--- src/rtl/pc_pkg.sv ---
// Shared types and constants for the fetch-stage program-counter sequencer.
package pc_pkg;

  typedef enum logic [1:0] {
    IDLE    = 2'd0,
    FETCH   = 2'd1,
    PENDING = 2'd2
  } pc_state_e;

  localparam int PC_INCREASE = 4;

endpackage

--- src/rtl/pc_redirect_sel.sv ---
// Redirect source select: jump beats branch. With PC_ALIGN_CHECK_EN defined,
// a target with nonzero low bits is rejected and reported through bad_target.
module pc_redirect_sel #(
  parameter int DATA_W = 16
) (
  input  logic              jump,
  input  logic              branch_taken,
  input  logic [DATA_W-1:0] jump_pc,
  input  logic [DATA_W-1:0] branch_pc,
  output logic              redirect_valid,
  output logic [DATA_W-1:0] redirect_target,
  output logic              bad_target
);

  logic strobe;

  always_comb begin
    strobe          = jump | branch_taken;
    redirect_target = jump ? jump_pc : branch_pc;
`ifdef PC_ALIGN_CHECK_EN
    bad_target      = strobe && (redirect_target[1:0] != 2'b00);
    redirect_valid  = strobe && !bad_target;
`else
    bad_target      = 1'b0;
    redirect_valid  = strobe;
`endif
  end

endmodule

--- src/rtl/pc_sequencer.sv ---
// Fetch-stage PC sequencer: valid/ready fetch requests, +4 advance, redirects
// with one-cycle flush. Alignment rejection only when PC_ALIGN_CHECK_EN is defined.
module pc_sequencer
  import pc_pkg::*;
#(
  parameter int                DATA_W   = 16,
  parameter logic [DATA_W-1:0] RESET_PC = '0
) (
  input  logic              clk,
  input  logic              arst,
  input  logic              enable,
  input  logic              branch_taken,
  input  logic              jump,
  input  logic [DATA_W-1:0] branch_pc,
  input  logic [DATA_W-1:0] jump_pc,
  output logic              req_valid,
  input  logic              req_ready,
  output logic [DATA_W-1:0] req_addr,
  output logic [DATA_W-1:0] updated_pc,
  output logic              flush,
  output logic              misaligned
);

  pc_state_e         state_reg, state_next;
  logic [DATA_W-1:0] pc_reg, pc_next;
  logic [DATA_W-1:0] updated_pc_reg, updated_pc_next;
  logic [DATA_W-1:0] latched_reg, latched_next;
  logic              valid_reg, valid_next;
  logic              flush_reg, flush_next;
  logic              misaligned_reg, misaligned_next;

  logic              redirect_valid;
  logic [DATA_W-1:0] redirect_target;
  logic              bad_target;
  logic [DATA_W-1:0] pc_inc;
  logic              accept;

  pc_redirect_sel #(.DATA_W(DATA_W)) u_sel (
    .jump            (jump),
    .branch_taken    (branch_taken),
    .jump_pc         (jump_pc),
    .branch_pc       (branch_pc),
    .redirect_valid  (redirect_valid),
    .redirect_target (redirect_target),
    .bad_target      (bad_target)
  );

  assign pc_inc = pc_reg + DATA_W'(PC_INCREASE);
  assign accept = valid_reg && req_ready;

  always_ff @(posedge clk or posedge arst) begin
    if (arst) begin
      state_reg      <= IDLE;
      pc_reg         <= RESET_PC;
      updated_pc_reg <= RESET_PC + DATA_W'(PC_INCREASE);
      latched_reg    <= RESET_PC;
      valid_reg      <= 1'b0;
      flush_reg      <= 1'b0;
      misaligned_reg <= 1'b0;
    end else begin
      state_reg      <= state_next;
      pc_reg         <= pc_next;
      updated_pc_reg <= updated_pc_next;
      latched_reg    <= latched_next;
      valid_reg      <= valid_next;
      flush_reg      <= flush_next;
      misaligned_reg <= misaligned_next;
    end
  end

  always_comb begin
    state_next      = state_reg;
    pc_next         = pc_reg;
    updated_pc_next = updated_pc_reg;
    latched_next    = latched_reg;
    valid_next      = valid_reg;
    flush_next      = 1'b0;
    misaligned_next = bad_target;

    unique case (state_reg)
      IDLE: begin
        if (redirect_valid) pc_next = redirect_target;
        if (enable) state_next = FETCH;
      end
      FETCH: begin
        if (!valid_reg) begin
          // Nothing outstanding yet: a redirect may retarget freely before issue.
          if (redirect_valid) pc_next = redirect_target;
          if (enable) valid_next = 1'b1;
          else        state_next = IDLE;
        end else if (accept) begin
          updated_pc_next = pc_inc;
          pc_next         = redirect_valid ? redirect_target : pc_inc;
          flush_next      = redirect_valid;
          if (!enable) begin
            valid_next = 1'b0;
            state_next = IDLE;
          end
        end else if (redirect_valid) begin
          latched_next = redirect_target;
          state_next   = PENDING;
        end
      end
      PENDING: begin
        if (redirect_valid) latched_next = redirect_target;
        if (accept) begin
          updated_pc_next = pc_inc;
          pc_next         = redirect_valid ? redirect_target : latched_reg;
          flush_next      = 1'b1;
          if (enable) begin
            state_next = FETCH;
          end else begin
            valid_next = 1'b0;
            state_next = IDLE;
          end
        end
      end
      default: state_next = IDLE;
    endcase
  end

  assign req_valid  = valid_reg;
  assign req_addr   = pc_reg;
  assign updated_pc = updated_pc_reg;
  assign flush      = flush_reg;
  assign misaligned = misaligned_reg;

endmodule

--- config.mk ---
export PLATFORM = sky130hd
export DESIGN_NAME = pc_sequencer
export DESIGN_NICKNAME = d
export VERILOG_FILES = /design/src/rtl/pc_pkg.sv /design/src/rtl/pc_redirect_sel.sv /design/src/rtl/pc_sequencer.sv
export SDC_FILE = /design/constraint.sdc
export NUM_CORES = 1
export LEC_CHECK = 0
export BUFFER_PORTS_ARGS = -buffer_cell sky130_fd_sc_hd__buf_2
export CAP_MARGIN = 5
export CELL_PAD_IN_SITES_DETAIL_PLACEMENT = 1
export CELL_PAD_IN_SITES_GLOBAL_PLACEMENT = 2
export CORE_ASPECT_RATIO = 0.6
export CORE_MARGIN = 2
export CORE_UTILIZATION = 34
export DETAILED_ROUTE_END_ITERATION = 8
export MAX_ROUTING_LAYER = met4
export PLACE_DENSITY = 0.82
export SYNTH_ARGS = -nofsm -noshare
export SYNTH_HDL_FRONTEND = slang
export SYNTH_HIERARCHICAL = 1
export SYNTH_SLANG_ARGS = --single-unit
export TNS_END_PERCENT = 30
--- constraint.sdc ---
create_clock -name clk -period 2.5 [get_ports clk]
set_input_delay 0.75 -clock clk [delete_from_list [all_inputs] [get_ports clk]]
set_output_delay 0.75 -clock clk [all_outputs]
set_load 0.01 [all_outputs]
==> flow_summary.json <==
{
  "cp.required_ps": 2680,
  "vias_per_cell": 5.30,
  "final-max-slew-violation-count": 0,
  "gp_congestion": 0.834,
  "holdWs_ps": 463,
  "insertion_delay_ps": 290,
  "dieArea_um2": 10800,
  "fill_cells": 1151,
  "rsz0062_at_grt": "false",
  "antenna_found_initial": 0,
  "ys_ff_latch": 53,
  "grt_pass1_vias": 2860,
  "p_leak_nw": 1.86,
  "track_usage": 0.209,
  "cts_tree": "built",
  "hold_path.class": "in -> async",
  "max_freq_mhz": 457,
  "design_power_total_w": 0.00485,
  "drt_iter0_drc": 186,
  "skew_ps": 6.49,
  "synthArstFlopShare": 1.00,
  "synth_flop_cell": "dfrtp_1",
  "synth_seq_area_share": 0.392,
  "powerDensity_nw_per_um2": 1190,
  "setup_slack_ps": 311,
  "ir_worst_vdd_mv": 0.335,
  "fp.dieW_um": 133,
  "cts_buffer_depth": 2,
  "syn_to_final_growth_pct": 20.7,
  "final_cell_mix": "72 x buf_2, 52 x dfrtp_1, 43 x nand2_1",
  "drive_gt1_frac": 0.349,
  "wl_mm": 10.6,
  "netlist_area_um2": 3380,
  "clock-sinks": 53,
  "crit_arrival_ps": 2370,
  "tightest_slew_ps": 724,
  "wl_per_cell_um": 19.0,
  "routed-via-count": 2964,
  "relSlewSlack": 0.517,
  "grt_max_degree": 31,
  "hold_viol": 0,
  "fin_crit_ps": 2190,
  "setup_viol": 0,
  "mostFrequentLayoutCell": "buf_2",
  "min_period_over_period": 0.876,
  "clkTransAtPathRegs_ps": 70,
  "drc": 0,
  "critPathKind": "reg -> reg",
  "cp-end-kind": "flop",
  "register_area_um2": 1330,
  "status": "finished, final reports clean",
  "std_cell_rows": 28,
  "cts_buffers": 5,
  "multiInputGateArea_um2": 1860,
  "coreArea_um2": 9770,
  "htreeDepth": 2,
  "synth_fp_nets": 393,
  "dp.final_hpwl_mm": 8.25,
  "grt_pass1_wl_mm": 16.6,
  "post_cts_resize_count": 0,
  "fp.dieH_um": 81.3,
  "io_buffers": 72,
  "place_ws_ps": 116,
  "start_util": 0.346,
  "synth_cell_types": 66,
  "max_cap_violations": 0,
  "cts_hold_buf": 0,
  "worstPathMaxFanout": 20,
  "io_pins": 73,
  "syn_inst": 350,
  "cts_root_buf": "clkbuf_16",
  "start_kind": "flop",
  "finalNetCount": 466,
  "yosysWarnings": 6,
  "synth_edf_count": 0,
  "first_pass_iters": 4,
  "antenna_cells": 0,
  "cts_setup_buffers": 0,
  "placedCellCount": 551,
  "synth_area_per_cell_um2": 9.67,
  "overflow": 0,
  "final-instance-count-excl-fill": 559,
  "drtAntennaViolNets": 0,
  "setup-tns-final_ps": 0
}
worst max-delay path, cell delays in order, from the launching register on:
cell	delay, ps
dfrtp_1	430
inv_1	100
ha_1	320
a21o_1	190
a21o_1	610
o2bb2ai_1	180
a211o_1	250
routing by layer:
metal,GRT usage,wire [µm]
met2,0.289,4260
met3,0.0424,685
met1,0.314,5590
met4,0.0344,61
met5,-,0
cells in the mapped netlist (3+ instances only):
cell / count / area [µm²]
nor2b_1: 4 / 25.0
mux2_2: 28 / 315
o21ai_0: 34 / 170
a22o_1: 5 / 43.8
xnor2_1: 10 / 87.6
o211ai_1: 3 / 22.5
nor2_1: 18 / 67.6
buf_4: 4 / 30.0
a21oi_1: 12 / 60.1
and3_1: 3 / 18.8
mux2_4: 9 / 135
nand2_1: 43 / 161
a222oi_1: 4 / 40.0
nor3_1: 6 / 30.0
nand2b_1: 5 / 31.3
clkbuf_1: 7 / 26.3
inv_1: 13 / 48.8
a211oi_1: 3 / 22.5
nand3_1: 10 / 50.1
a21o_1: 3 / 22.5
buf_2: 11 / 55.1
ha_1: 5 / 62.6
a221oi_1: 3 / 26.3
dfrtp_1: 52 / 1300
cell type report:
cell class | instances | area share
Clock buffer | 8 | 0.0334
Inverter | 13 | 0.0119
Multi-Input combinational cell | 258 | 0.454
Sequential cell | 53 | 0.325
Tap cell | 135 | 0.0413
Timing Repair Buffer | 92 | 0.134
per-stage QoR:
| stage | cell area (µm²) | util |
|---|---|---|
| 2_1_floorplan | 3380 | - |
| 3_3_place_gp | 3950 | 0.404 |
| 3_5_place_dp | 3950 | 0.404 |
| 4_1_cts | 4090 | 0.418 |
| 5_1_grt | 4090 | 0.418 |
| 6_report | 4090 | 0.418 |
kinds of logic (layout without fill, tap and decap cells):
logic type               count (synthesis)  count (layout)  share of synthesized area
flip-flops                              53              53                      0.392
other                                    1               1                    0.00111
buffers and inverters                   39             113                     0.0591
adder cells (fa/ha/maj)                  5               5                     0.0185
XOR/XNOR                                12              12                     0.0311
AND/OR/NAND/NOR                        107             107                      0.166
AO/OA/AOI/OAI                           94              94                      0.193
multiplexers                            39              39                      0.139
power breakdown:
group | internal, W | switching, W
logic | 0.00107 | 0.00136
registers | 0.00126 | 0.000465
clock network | 0.000374 | 0.000313
path summary, 6_finish.rpt:
path	from	to	cells past startpoint	slack, ps
worst min register to register	updated_pc[15]	updated_pc[15]	2	480
worst max register to register	state_reg[0]	req_addr[15]	6	310
max in group asynchronous	arst	req_addr[4]	3	1390
min in group clk	updated_pc[15]	updated_pc[15]	2	480
worst min-delay path	arst	updated_pc[5]	2	460
worst max-delay path	state_reg[0]	req_addr[15]	6	310
(Power assumes the default switching activity.)
